File: config.mk
export PLATFORM = sky130hd
export DESIGN_NAME = dmem_arbiter_flat
export DESIGN_NICKNAME = d
export VERILOG_FILES = /design/src/rtl/dmem_arbiter_if.sv /design/src/rtl/dmem_arbiter.sv /design/src/flat_wrapper.sv
export SDC_FILE = /design/constraint.sdc
export NUM_CORES = 1
export LEC_CHECK = 0
export CORE_ASPECT_RATIO = 1.25
export CORE_MARGIN = 2
export CORE_UTILIZATION = 38
export DETAILED_ROUTE_END_ITERATION = 16
export GPL_ROUTABILITY_DRIVEN = 1
export PLACE_DENSITY = 0.78
export SLEW_MARGIN = 20
export SYNTH_ARGS = -nofsm -noshare
export SYNTH_HDL_FRONTEND = slang
export SYNTH_SLANG_ARGS = --single-unit
File: constraint.sdc
create_clock -name clk -period 3.3 [get_ports clk]
set_input_delay 0.495 -clock clk [delete_from_list [all_inputs] [get_ports clk]]
set_output_delay 0.495 -clock clk [all_outputs]
set_load 0.03 [all_outputs]
File: src/rtl/dmem_arbiter_if.sv
// Signal bundle around dmem_arbiter: CPU port, host port and memory side.
// slave is the arbiter's view; master is the requesters plus the memory.
interface dmem_arbiter_if #(
    parameter int ADDR_W = 10,
    parameter int DATA_W = 32
);
    logic              cpu_req;
    logic              cpu_we;
    logic [31:0]       cpu_addr;
    logic [DATA_W-1:0] cpu_wdata;
    logic              cpu_ack;
    logic [DATA_W-1:0] cpu_rdata;
    logic              cpu_stall;

    logic              host_req;
    logic              host_we;
    logic [ADDR_W-1:0] host_addr;
    logic [DATA_W-1:0] host_wdata;
    logic              host_lock;
    logic              host_ack;
    logic [DATA_W-1:0] host_rdata;

    logic              mem_en;
    logic              mem_we;
    logic [ADDR_W-1:0] mem_addr;
    logic [DATA_W-1:0] mem_wdata;
    logic [DATA_W-1:0] mem_rdata;

    modport slave (
        input  cpu_req, cpu_we, cpu_addr, cpu_wdata,
        input  host_req, host_we, host_addr, host_wdata, host_lock,
        input  mem_rdata,
        output cpu_ack, cpu_rdata, cpu_stall,
        output host_ack, host_rdata,
        output mem_en, mem_we, mem_addr, mem_wdata
    );

    modport master (
        output cpu_req, cpu_we, cpu_addr, cpu_wdata,
        output host_req, host_we, host_addr, host_wdata, host_lock,
        output mem_rdata,
        input  cpu_ack, cpu_rdata, cpu_stall,
        input  host_ack, host_rdata,
        input  mem_en, mem_we, mem_addr, mem_wdata
    );
endinterface

File: src/rtl/dmem_arbiter.sv
// Round-robin arbiter sharing one synchronous-read data memory between CPU and host.
// Define DMEM_ARB_LOCK_EN to let the host hold exclusive access via host_lock.
module dmem_arbiter #(
    parameter int ADDR_W = 10,
    parameter int DATA_W = 32
) (
    input  logic          clk,
    input  logic          rst,
    dmem_arbiter_if.slave bus
);

    localparam logic [1:0] ST_IDLE = 2'd0;
    localparam logic [1:0] ST_ACC  = 2'd1;
    localparam logic [1:0] ST_RESP = 2'd2;

    localparam logic PORT_CPU  = 1'b0;
    localparam logic PORT_HOST = 1'b1;

    logic [1:0]        state_q, state_d;
    logic              prio_q, prio_d;
    logic              grant_q, grant_d;
    logic              mem_en_q, mem_en_d;
    logic              mem_we_q, mem_we_d;
    logic              op_we_q, op_we_d;
    logic [ADDR_W-1:0] mem_addr_q, mem_addr_d;
    logic [DATA_W-1:0] mem_wdata_q, mem_wdata_d;
    logic [DATA_W-1:0] cpu_rdata_q, cpu_rdata_d;
    logic [DATA_W-1:0] host_rdata_q, host_rdata_d;
    logic              cpu_ok;
    logic              start;
    logic              unused_bits;

`ifdef DMEM_ARB_LOCK_EN
    logic              locked_q, locked_d;

    // A locked host hides the CPU from arbitration, which also freezes prio.
    assign cpu_ok = bus.cpu_req & ~locked_q;
`else
    assign cpu_ok = bus.cpu_req;
`endif

    assign start       = cpu_ok | bus.host_req;
    assign unused_bits = ^{bus.cpu_addr[31:ADDR_W], bus.host_lock};

    always_comb begin
        state_d      = state_q;
        prio_d       = prio_q;
        grant_d      = grant_q;
        mem_en_d     = mem_en_q;
        mem_we_d     = mem_we_q;
        op_we_d      = op_we_q;
        mem_addr_d   = mem_addr_q;
        mem_wdata_d  = mem_wdata_q;
        cpu_rdata_d  = cpu_rdata_q;
        host_rdata_d = host_rdata_q;
`ifdef DMEM_ARB_LOCK_EN
        locked_d     = locked_q;
`endif
        case (state_q)
            ST_IDLE: begin
                mem_en_d = 1'b0;
                mem_we_d = 1'b0;
                if (start) begin
                    if (cpu_ok && bus.host_req) begin
                        grant_d = prio_q;
                        prio_d  = ~prio_q;
                    end else begin
                        grant_d = cpu_ok ? PORT_CPU : PORT_HOST;
                    end
                    state_d  = ST_ACC;
                    mem_en_d = 1'b1;
                    if (grant_d == PORT_CPU) begin
                        mem_we_d    = bus.cpu_we;
                        mem_addr_d  = bus.cpu_addr[ADDR_W-1:0];
                        mem_wdata_d = bus.cpu_wdata;
                    end else begin
                        mem_we_d    = bus.host_we;
                        mem_addr_d  = bus.host_addr;
                        mem_wdata_d = bus.host_wdata;
                    end
                    op_we_d = mem_we_d;
                end
`ifdef DMEM_ARB_LOCK_EN
                if (!bus.host_lock) begin
                    locked_d = 1'b0;
                end else if (start && grant_d == PORT_HOST) begin
                    locked_d = 1'b1;
                end
`endif
            end
            ST_ACC: begin
                mem_en_d = 1'b0;
                mem_we_d = 1'b0;
                state_d  = ST_RESP;
            end
            ST_RESP: begin
                if (!op_we_q) begin
                    if (grant_q == PORT_CPU) begin
                        cpu_rdata_d = bus.mem_rdata;
                    end else begin
                        host_rdata_d = bus.mem_rdata;
                    end
                end
                state_d = ST_IDLE;
            end
            default: begin
                mem_en_d = 1'b0;
                mem_we_d = 1'b0;
                state_d  = ST_IDLE;
            end
        endcase
    end

    always_ff @(posedge clk or posedge rst) begin
        if (rst) begin
            state_q      <= ST_IDLE;
            prio_q       <= PORT_CPU;
            grant_q      <= PORT_CPU;
            mem_en_q     <= 1'b0;
            mem_we_q     <= 1'b0;
            op_we_q      <= 1'b0;
            mem_addr_q   <= '0;
            mem_wdata_q  <= '0;
            cpu_rdata_q  <= '0;
            host_rdata_q <= '0;
`ifdef DMEM_ARB_LOCK_EN
            locked_q     <= 1'b0;
`endif
        end else begin
            state_q      <= state_d;
            prio_q       <= prio_d;
            grant_q      <= grant_d;
            mem_en_q     <= mem_en_d;
            mem_we_q     <= mem_we_d;
            op_we_q      <= op_we_d;
            mem_addr_q   <= mem_addr_d;
            mem_wdata_q  <= mem_wdata_d;
            cpu_rdata_q  <= cpu_rdata_d;
            host_rdata_q <= host_rdata_d;
`ifdef DMEM_ARB_LOCK_EN
            locked_q     <= locked_d;
`endif
        end
    end

    // Read data is forwarded straight from memory during the ack cycle, then held.
    assign bus.cpu_ack    = (state_q == ST_RESP) && (grant_q == PORT_CPU);
    assign bus.host_ack   = (state_q == ST_RESP) && (grant_q == PORT_HOST);
    assign bus.cpu_rdata  = (bus.cpu_ack && !op_we_q) ? bus.mem_rdata : cpu_rdata_q;
    assign bus.host_rdata = (bus.host_ack && !op_we_q) ? bus.mem_rdata : host_rdata_q;
    assign bus.cpu_stall  = bus.cpu_req & ~bus.cpu_ack;

    assign bus.mem_en    = mem_en_q;
    assign bus.mem_we    = mem_we_q;
    assign bus.mem_addr  = mem_addr_q;
    assign bus.mem_wdata = mem_wdata_q;

endmodule

File: src/flat_wrapper.sv
// flat-port wrapper written by rule: the top's interface ports become plain ports
module dmem_arbiter_flat 
#(
    parameter int ADDR_W = 10,
    parameter int DATA_W = 32
)
  (clk, rst, bus_cpu_req, bus_cpu_we, bus_cpu_addr, bus_cpu_wdata, bus_host_req, bus_host_we, bus_host_addr, bus_host_wdata, bus_host_lock, bus_mem_rdata, bus_cpu_ack, bus_cpu_rdata, bus_cpu_stall, bus_host_ack, bus_host_rdata, bus_mem_en, bus_mem_we, bus_mem_addr, bus_mem_wdata);
  dmem_arbiter_if #(.ADDR_W(ADDR_W), .DATA_W(DATA_W)) bus_i ();
  input  logic clk;
  input  logic rst;
  input wire logic [$bits(bus_i.cpu_req)-1:0] bus_cpu_req;
  input wire logic [$bits(bus_i.cpu_we)-1:0] bus_cpu_we;
  input wire logic [$bits(bus_i.cpu_addr)-1:0] bus_cpu_addr;
  input wire logic [$bits(bus_i.cpu_wdata)-1:0] bus_cpu_wdata;
  input wire logic [$bits(bus_i.host_req)-1:0] bus_host_req;
  input wire logic [$bits(bus_i.host_we)-1:0] bus_host_we;
  input wire logic [$bits(bus_i.host_addr)-1:0] bus_host_addr;
  input wire logic [$bits(bus_i.host_wdata)-1:0] bus_host_wdata;
  input wire logic [$bits(bus_i.host_lock)-1:0] bus_host_lock;
  input wire logic [$bits(bus_i.mem_rdata)-1:0] bus_mem_rdata;
  output wire logic [$bits(bus_i.cpu_ack)-1:0] bus_cpu_ack;
  output wire logic [$bits(bus_i.cpu_rdata)-1:0] bus_cpu_rdata;
  output wire logic [$bits(bus_i.cpu_stall)-1:0] bus_cpu_stall;
  output wire logic [$bits(bus_i.host_ack)-1:0] bus_host_ack;
  output wire logic [$bits(bus_i.host_rdata)-1:0] bus_host_rdata;
  output wire logic [$bits(bus_i.mem_en)-1:0] bus_mem_en;
  output wire logic [$bits(bus_i.mem_we)-1:0] bus_mem_we;
  output wire logic [$bits(bus_i.mem_addr)-1:0] bus_mem_addr;
  output wire logic [$bits(bus_i.mem_wdata)-1:0] bus_mem_wdata;
  assign bus_i.cpu_req = bus_cpu_req;
  assign bus_i.cpu_we = bus_cpu_we;
  assign bus_i.cpu_addr = bus_cpu_addr;
  assign bus_i.cpu_wdata = bus_cpu_wdata;
  assign bus_i.host_req = bus_host_req;
  assign bus_i.host_we = bus_host_we;
  assign bus_i.host_addr = bus_host_addr;
  assign bus_i.host_wdata = bus_host_wdata;
  assign bus_i.host_lock = bus_host_lock;
  assign bus_i.mem_rdata = bus_mem_rdata;
  assign bus_cpu_ack = bus_i.cpu_ack;
  assign bus_cpu_rdata = bus_i.cpu_rdata;
  assign bus_cpu_stall = bus_i.cpu_stall;
  assign bus_host_ack = bus_i.host_ack;
  assign bus_host_rdata = bus_i.host_rdata;
  assign bus_mem_en = bus_i.mem_en;
  assign bus_mem_we = bus_i.mem_we;
  assign bus_mem_addr = bus_i.mem_addr;
  assign bus_mem_wdata = bus_i.mem_wdata;
  dmem_arbiter #(.ADDR_W(ADDR_W), .DATA_W(DATA_W)) u_core (.clk(clk), .rst(rst), .bus(bus_i));
endmodule
After elaboration in Yosys (flattened, before gate mapping)

Cells that the tools add are included.

Equal/unequal tests: 3
Mux-type cells: 15
Bitwise gates (word level): 6
Reductions and logical operators: 11

Operators with widths:

| cell                                                 | number |
|---|---|
| 2-to-1 mux 32 bit                                    | 3 |
| 2-to-1 mux 10 bit                                    | 1 |
| AND reduction 3 bit                                  | 3 |
| 2-to-1 mux 1 bit                                     | 7 |
| logical AND 1 bit                                    | 5 |
| NOT 1 bit                                            | 4 |
| case mux 1 bit (2 select lines)                      | 2 |
| case mux 2 bit (2 select lines)                      | 1 |
| equality test 2 x 1 -> 1 bit (second input constant) | 1 |
| equality test 2 bit (second input constant)          | 1 |
| zero test 2 bit                                      | 1 |
| 2-to-1 mux 2 bit                                     | 1 |
| != test 2 x 1 -> 1 bit (second input constant)       | 1 |
| AND reduction 2 bit                                  | 1 |
| AND 1 bit                                            | 1 |
| zero test 1 bit                                      | 1 |
| bitwise OR 1 bit                                     | 1 |

Register bits: 113
Output and inout bits: 111
Logic and storage cells: 45

Logic depth before layout (Yosys ltp)

Gate-level depths: netlist of the first run.

Depth after elaboration: 7
Mapped depth: 5

Least setup slack after synthesis of the first run

Ideal clock, no wire load.

Path kind: reg-to-output
Start: register u_core.state_q[0]
End: output bus_cpu_rdata[28]
Arrival time: 1.586 ns
Data required time: 2.805 ns
Setup slack: 1.219 ns
Cell stages (with the launch flop): 5
Buffers on the path: 1
Path through: dfrtp_1 -> nand2b_1 -> nor3_4 -> buf_6 -> mux2_1

Longest elaborated chain between the ends: 4

RTL lines:

| item                   | line                | text |
|---|---|---|
| start, declared        | dmem_arbiter.sv:19  | `logic [1:0] state_q, state_d;` |
| start signal, assigned | dmem_arbiter.sv:130 | `state_q <= state_d;` |
| equality test 2 bit    | dmem_arbiter.sv:147 | `assign bus.cpu_ack = (state_q == ST_RESP) && (grant_q == PORT_CPU);` |
| logical AND 1 bit      | dmem_arbiter.sv:147 |  |
| logical AND 1 bit      | dmem_arbiter.sv:149 | `assign bus.cpu_rdata = (bus.cpu_ack && !op_we_q) ? bus.mem_rdata : cpu_rdata_q;` |
| 2-to-1 mux 32 bit      | dmem_arbiter.sv:149 |  |
| end, declared          | flat_wrapper.sv:22  | `output wire logic [$bits(bus_i.cpu_rdata)-1:0] bus_cpu_rdata;` |

No other way between the ends.

Worst setup path in the final report of the first run

Start: register u_core.state_q[1]
End: output bus_host_rdata[29]

Longest elaborated chain between the ends: 4

RTL lines:

| item                | line                | text |
|---|---|---|
| equality test 2 bit | dmem_arbiter.sv:148 | `assign bus.host_ack = (state_q == ST_RESP) && (grant_q == PORT_HOST);` |
| logical AND 1 bit   | dmem_arbiter.sv:148 |  |
| logical AND 1 bit   | dmem_arbiter.sv:150 | `assign bus.host_rdata = (bus.host_ack && !op_we_q) ? bus.mem_rdata : host_rdata_q;` |
| 2-to-1 mux 32 bit   | dmem_arbiter.sv:150 |  |
| end, declared       | flat_wrapper.sv:25  | `output wire logic [$bits(bus_i.host_rdata)-1:0] bus_host_rdata;` |

No other way between the ends.

==> out/qor.yml, run 1 <==
run_status:
  status: "completed"
final_layout:
  final_util_pct: 60.06
  nFillCells: 1113
  n_antenna_cell: 0
  layout_common_cells: "232 x clkdlybuf4s50_1, 207 x mux2_2, 113 x dfrtp_1, 17 x clkbuf_16, 6 x clkinvlp_4"
  layout-drive-gt1-share_pct: 40.55
  mostFrequentLayoutCell: "clkdlybuf4s50_1"
  areaGrowthSynthToFinish_pct: 55.33
  finalNetCount: 751
route:
  drc_errors: 0
  ant_nets: 0
  wl_per_cell_microns: 16.58
  wl_mm: 13.21
  dr.first_iter.drc_count: 92
  num_vias: 3914
  via_per_inst: 4.911
  dr.pass1.iters: 4
clock_network:
  clk_pin_slew_ps: 50
  numCtsBuffers: 17
  post-cts-setup-buffer-count: 0
  cts_tree: "yes"
  htreeDepth: 4
  cts-root-buf: "clkbuf_16"
  clk_latency_ps: 420
  clock-sinks: 113
  ctsHoldBuffers: 0
  clock_tree.buffer_depth: 2
global_route:
  overflow: 0
  antenna_found_initial: 0
  grt_max_degree: 65
  grt_pass1_vias: 4289
  grt_pass1_wl_mm: 21.74
  track_usage_pct: 17.46
logic_synthesis:
  postSynthCellCount: 369
  synth_area_sq_um: 5547
  syn_nets: 514
  ys_types: 20
  synth-seq-cells: 113
  postSynthAreaPerCell_sq_um: 15.03
  ys_seq_area_share_pct: 50.98
  synth_warnings: 0
timing:
  finalSetupTns_ps: 0
  final_hold_viol_count: 0
  worst_pin_slew_ps: 578.8
  skew_ps: 7.321
  slew_viol_final: 0
  relSlewSlack_pct: 61.41
  min_period_over_period_pct: 93.19
  setup_viol: 0
  fin_crit_ps: 3075
  fmax_mhz: 325.2
  rsz0062_at_grt: "no"
floorplan:
  num_rows: 49
  core_sq_um: 14350
  ioPinCount: 256
  die_h_microns: 139.1
  start_util_pct: 38.66
  die_x_microns: 112.1
  dieArea_sq_um: 15580
worst_setup_path:
  crit_family: "buffers and inverters"
  cp_max_fo: 64
  critPathLaunchType: "flop"
  required_ps: 2800
  slowest_delay_ps: 600
  path_buf_inv: 2
  end_kind: "primary output"
  critPathArrivalTime_ps: 2580
  critPathSlowestCell: "clkdlybuf4s50_1"
  crit_type: "flop to primary output"
  crit_chain: "nor2b_2 -> and3_2 -> buf_16 -> mux2_2 -> clkdlybuf4s50_1"
place:
  gp_congestion: 0.7274
  dp_hpwl_mm: 9.368
  io_buffers: 232
pwr:
  power_density_nw_per_um2: 1084
  power_leakage_nw: 3.478
  peakVddDrop_mv: 0.6701
flow_run:
  maxCapViolations: 0
hold_path:
  worstHoldPathType: "input pin to asynchronous set/reset pin"
flip-flops by register name, summed over array words and instances (netlist names):
name                  count
u_core.bus.mem_addr      10
u_core.bus.mem_en         1
u_core.bus.mem_wdata     32
u_core.bus.mem_we         1
u_core.cpu_rdata_q       32
u_core.grant_q            1
u_core.host_rdata_q      32
u_core.op_we_q            1
u_core.prio_q             1
u_core.state_q            2
kinds of logic after synthesis:
group,share of synthesized area (%)
DFF,50.98
buffers and inverters,3.497
AOI/OAI and AO/OA,0.5414
xor gates and xnor gates,0.1579
muxes,43.40
and+or+nand+nor,1.421
synth_stat cells (all sizes together):
cell type | n | area (sq um)
buf | 21 | 182.7
inv | 3 | 11.26
and3 | 2 | 12.51
and2 | 1 | 6.260
a21boi | 1 | 11.26
nor3 | 1 | 16.27
dfrtp | 113 | 2828
o21ai | 2 | 10.01
a2bb2oi | 1 | 8.760
xor2 | 1 | 8.760
nor2 | 2 | 7.510
mux2i | 2 | 20.02
nor2b | 3 | 18.77
mux2 | 212 | 2387
nand2b | 1 | 6.260
nand2 | 3 | 11.26
repair_timing:
action | 4_1_cts | 5_1_grt
endpoints found under the setup margin | 0 | 2
resized for setup | 0 | 2
endpoints found under the hold margin | 0 | 0
metrics by stage:
step                hold slack (ps)  total power (W)  area [sq um]  setup slack, ps  cells
finish                        365.4         0.009336          8616            224.7    797
global route                  386.3         0.009789          8616            95.17    797
CTS                           353.2         0.009425          8606            141.0    797
detailed placement            464.1         0.007585          8024            593.8    765
global placement              456.7         0.007467          8024            633.0    765
floorplan                     440.0         0.005654          5550             1219    369
worst paths after layout:
| kind | startpoint | to | slack [ps] | depth (start not counted) |
|---|---|---|---|---|
| worst min-delay path | rst | u_core.bus.mem_addr[7]$_DFFE_PP0P_ | 370 | 2 |
| worst max-delay path | u_core.state_q[1]$_DFFE_PP0P_ | bus_host_rdata[29] | 220 | 5 |
| min in group clk | u_core.state_q[1]$_DFFE_PP0P_ | u_core.state_q[1]$_DFFE_PP0P_ | 480 | 1 |
| worst min register to register | u_core.state_q[1]$_DFFE_PP0P_ | u_core.state_q[1]$_DFFE_PP0P_ | 480 | 1 |
| max in group asynchronous | rst | u_core.host_rdata_q[2]$_DFFE_PP0P_ | 2110 | 3 |
| worst max register to register | u_core.state_q[0]$_DFFE_PP0P_ | u_core.bus.mem_wdata[25]$_DFFE_PP0P_ | 1280 | 5 |
final cells by class:
cell class | count | area, sq um | area share [%]
well taps | 178 | 222.7 | 2.585
multi-input cells | 232 | 2536 | 29.44
inverters | 3 | 15.01 | 0.1743
flip-flops and latches | 113 | 2828 | 32.82
clock buffers | 19 | 442.9 | 5.141
repair buffers | 239 | 2432 | 28.23
clock inverters | 13 | 138.9 | 1.612
power by group:
part / leakage (nW) / internal, W / switching, W
registers: 1.35 / 0.00209 / 0.000362
logic: 1.86 / 0.00253 / 0.00256
clock network: 0.271 / 0.00113 / 0.000660
total: 3.48 / 0.00575 / 0.00358
layer usage:
| layer | vias to the layer above | track usage (%) | share of wire, % |
|---|---|---|---|
| li1 | 1811 | - | - |
| met1 | 1916 | 19.67 | 39 |
| met2 | 169 | 29.54 | 50 |
| met3 | 18 | 6.512 | 8.6 |
| met4 | 0 | 7.766 | 2.0 |
| met5 | - | 0 | 0 |
(Power assumes the default switching activity.)
==> run 2, diff against run 1 <==
Settings changed: ABC_CLOCK_PERIOD_IN_PS set to 3300.
==> results of run 2 <==
The final DEF is identical to that of run 1; final timing and power are the same.
==> run 3, diff against run 2 <==
Settings changed: PLACE_DENSITY 0.78 to 0.9, SKIP_CTS_REPAIR_TIMING set to 1.
==> out/qor.yml, run 3 (same netlist as run 1, synthesis figures left out) <==
run_status:
  status: "completed"
pwr:
  peakVddDrop_mv: 0.5434  # -19%
  power_frac_clock_pct: 18.9  # -0.2 points
  p_seq_share_pct: 26.5  # +0.2 points
  power_leakage_nw: 3.490  # +0.34%
  p_int_w: 0.005794  # +0.73%
  p_sw_w: 0.003545  # -1.1%
  power_density_nw_per_um2: 1086  # +0.26%
  p_total_w: 0.009339  # about the same
  p_sw_share_pct: 37.95  # -0.43 points
  pwr-share-comb_pct: 54.6  # about the same
route:
  dr.first_iter.drc_count: 87  # -5.4%
  wl_per_cell_microns: 17.30  # +4.3%
  dr.pass1.iters: 4  # unchanged
  num_vias: 3916  # +0.051%
  ant_nets: 0  # unchanged
  via_per_inst: 4.926  # +0.30%
  wl_mm: 13.75  # +4.1%
  drc_errors: 0  # unchanged
final_layout:
  n_antenna_cell: 0  # unchanged
  mostFrequentLayoutCell: "clkdlybuf4s50_1"
  areaGrowthSynthToFinish_pct: 54.97
  layout-drive-gt1-share_pct: 39.87  # -0.68 points
  finalNetCount: 751  # unchanged
  seq_area_sq_um: 2828  # unchanged
  nFillCells: 1131  # +1.6%
  layout_common_cells: "232 x clkdlybuf4s50_1, 207 x mux2_2, 113 x dfrtp_1, 17 x clkbuf_16, 5 x mux2_1"
  multi_input_area_sq_um: 2534  # about the same
hold_path:
  worstHoldPathType: "input pin to asynchronous set/reset pin"
worst_setup_path:
  r2r_slack_ps: 1230  # -50 ps
  slowest_delay_ps: 610  # about the same
  crit_path_start: "u_core.state_q[1]$_DFFE_PP0P_"
  end_kind: "primary output"
  required_ps: 2800  # about the same
  critPathArrivalTime_ps: 2620  # +40 ps
  crit_path_end: "bus_host_rdata[8]"
  cp_max_fo: 52  # -19%
  critPathSlowestCell: "clkdlybuf4s50_1"
  r2r_cells: 5  # unchanged
  critPathLaunchType: "flop"
  crit_type: "flop to primary output"
  r2r_end: "u_core.bus.mem_addr[6]$_DFFE_PP0P_"
  crit_chain: "nor2b_1 -> and3_2 -> buf_12 -> mux2_2 -> clkdlybuf4s50_1"
  r2r-start: "u_core.state_q[0]$_DFFE_PP0P_"
timing:
  min_period_over_period_pct: 94.54  # +1.4 points
  skew_ps: 9.469  # +2.149 ps
  slew_viol_final: 0  # unchanged
  fin_crit_ps: 3120  # +44.60 ps
  final_hold_viol_count: 0  # unchanged
  fmax_mhz: 320.5  # -1.4%
  finalSetupTns_ps: 0  # unchanged
  worst_pin_slew_ps: 568.3  # -10.51 ps
  rsz0062_at_grt: "no"
  whs_ps: 376.9  # +11.56 ps
  relSlewSlack_pct: 62.11  # +0.70 points
  setup_viol: 0  # unchanged
floorplan:
  start_util_pct: 38.66  # unchanged
  core_sq_um: 14350  # unchanged
  ioPinCount: 256  # unchanged
  die_x_microns: 112.1  # unchanged
  dieArea_sq_um: 15580  # unchanged
  die_h_microns: 139.1  # unchanged
  num_rows: 49  # unchanged
clock_network:
  numCtsBuffers: 17  # unchanged
  clk_pin_slew_ps: 50  # about the same
  clock-sinks: 113  # unchanged
  cts_tree: "yes"
  clk_latency_ps: 400  # -20 ps
  htreeDepth: 4  # unchanged
  cts-root-buf: "clkbuf_16"
  clock_tree.buffer_depth: 2  # unchanged
global_route:
  track_usage_pct: 18.21  # +0.75 points
  antenna_found_initial: 0  # unchanged
  grt_pass1_vias: 4501  # +4.9%
  grt_max_degree: 107  # +65%
  overflow: 0  # unchanged
  grt_pass1_wl_mm: 22.48  # +3.4%
place:
  dp_hpwl_mm: 10.14  # +8.2%
  io_buffers: 232  # unchanged
  gp_congestion: 0.7683  # +5.6%
flow_run:
  maxCapViolations: 0  # unchanged
-- run 3: cell type report --
cell class / instances / area share, %
clock buffers: 24 / 5.721
clock inverters: 6 / 0.9316
flip-flops and latches: 113 / 32.90
well taps: 178 / 2.591
multi-input cells: 232 / 29.48
inverters: 3 / 0.1747
repair buffers: 239 / 28.21
-- run 3: worst min path at each step --
stage / startpoint / endpoint / slack [ps] / cells after the start
3_5_place_dp: u_core.state_q[1]$_DFFE_PP0P_ / u_core.state_q[1]$_DFFE_PP0P_ / 470 / 1
5_1_grt: rst / u_core.bus.mem_wdata[0]$_DFFE_PP0P_ / 360 / 2
2_1_floorplan: u_core.state_q[1]$_DFFE_PP0P_ / u_core.state_q[1]$_DFFE_PP0P_ / 440 / 1
3_3_place_gp: u_core.state_q[1]$_DFFE_PP0P_ / u_core.state_q[1]$_DFFE_PP0P_ / 450 / 1
6_report: rst / u_core.bus.mem_wdata[31]$_DFFE_PP0P_ / 380 / 2
4_1_cts: rst / u_core.bus.mem_wdata[0]$_DFFE_PP0P_ / 350 / 2
-- run 3: power by group through the flow --
stage,clock (W),combinational (W),sequential [W]
5_1_grt,0.00187,0.00536,0.00257
4_1_cts,0.00180,0.00517,0.00249
3_5_place_dp,0,0.00514,0.00250
2_1_floorplan,0,0.00271,0.00294
3_3_place_gp,0,0.00503,0.00243
6_report,0.00176,0.00510,0.00248
-- run 3: critical path, delay by kind of cell, from the launching register on --
kind                   cells  cell delay (ps)
muxes                      1              370
buffers and inverters      2              870
DFF                        1              380
and+or+nand+nor            2              560
-- run 3: stage by stage --
| stage | cell area (sq um) | util [%] | instances | setup slack (ps) |
|---|---|---|---|---|
| after floorplan | 5550 | - | 369 | 1219 |
| after global placement | 8024 | 55.93 | 765 | 637.0 |
| after detailed placement | 8024 | 55.93 | 765 | 615.9 |
| after CTS | 8596 | 59.92 | 795 | 151.1 |
| after global routing | 8596 | 59.92 | 795 | 49.24 |
| final | 8596 | 59.92 | 795 | 180.1 |
-- run 3: per-layer routing --
layer  track usage (%)  routed length (microns)  share of wire [%]
met1             18.50                     4850                 35
met2             33.21                     7475                 54
met3             6.556                     1107                8.0
met4             8.216                      318                2.3
met5                 0                        0                  0
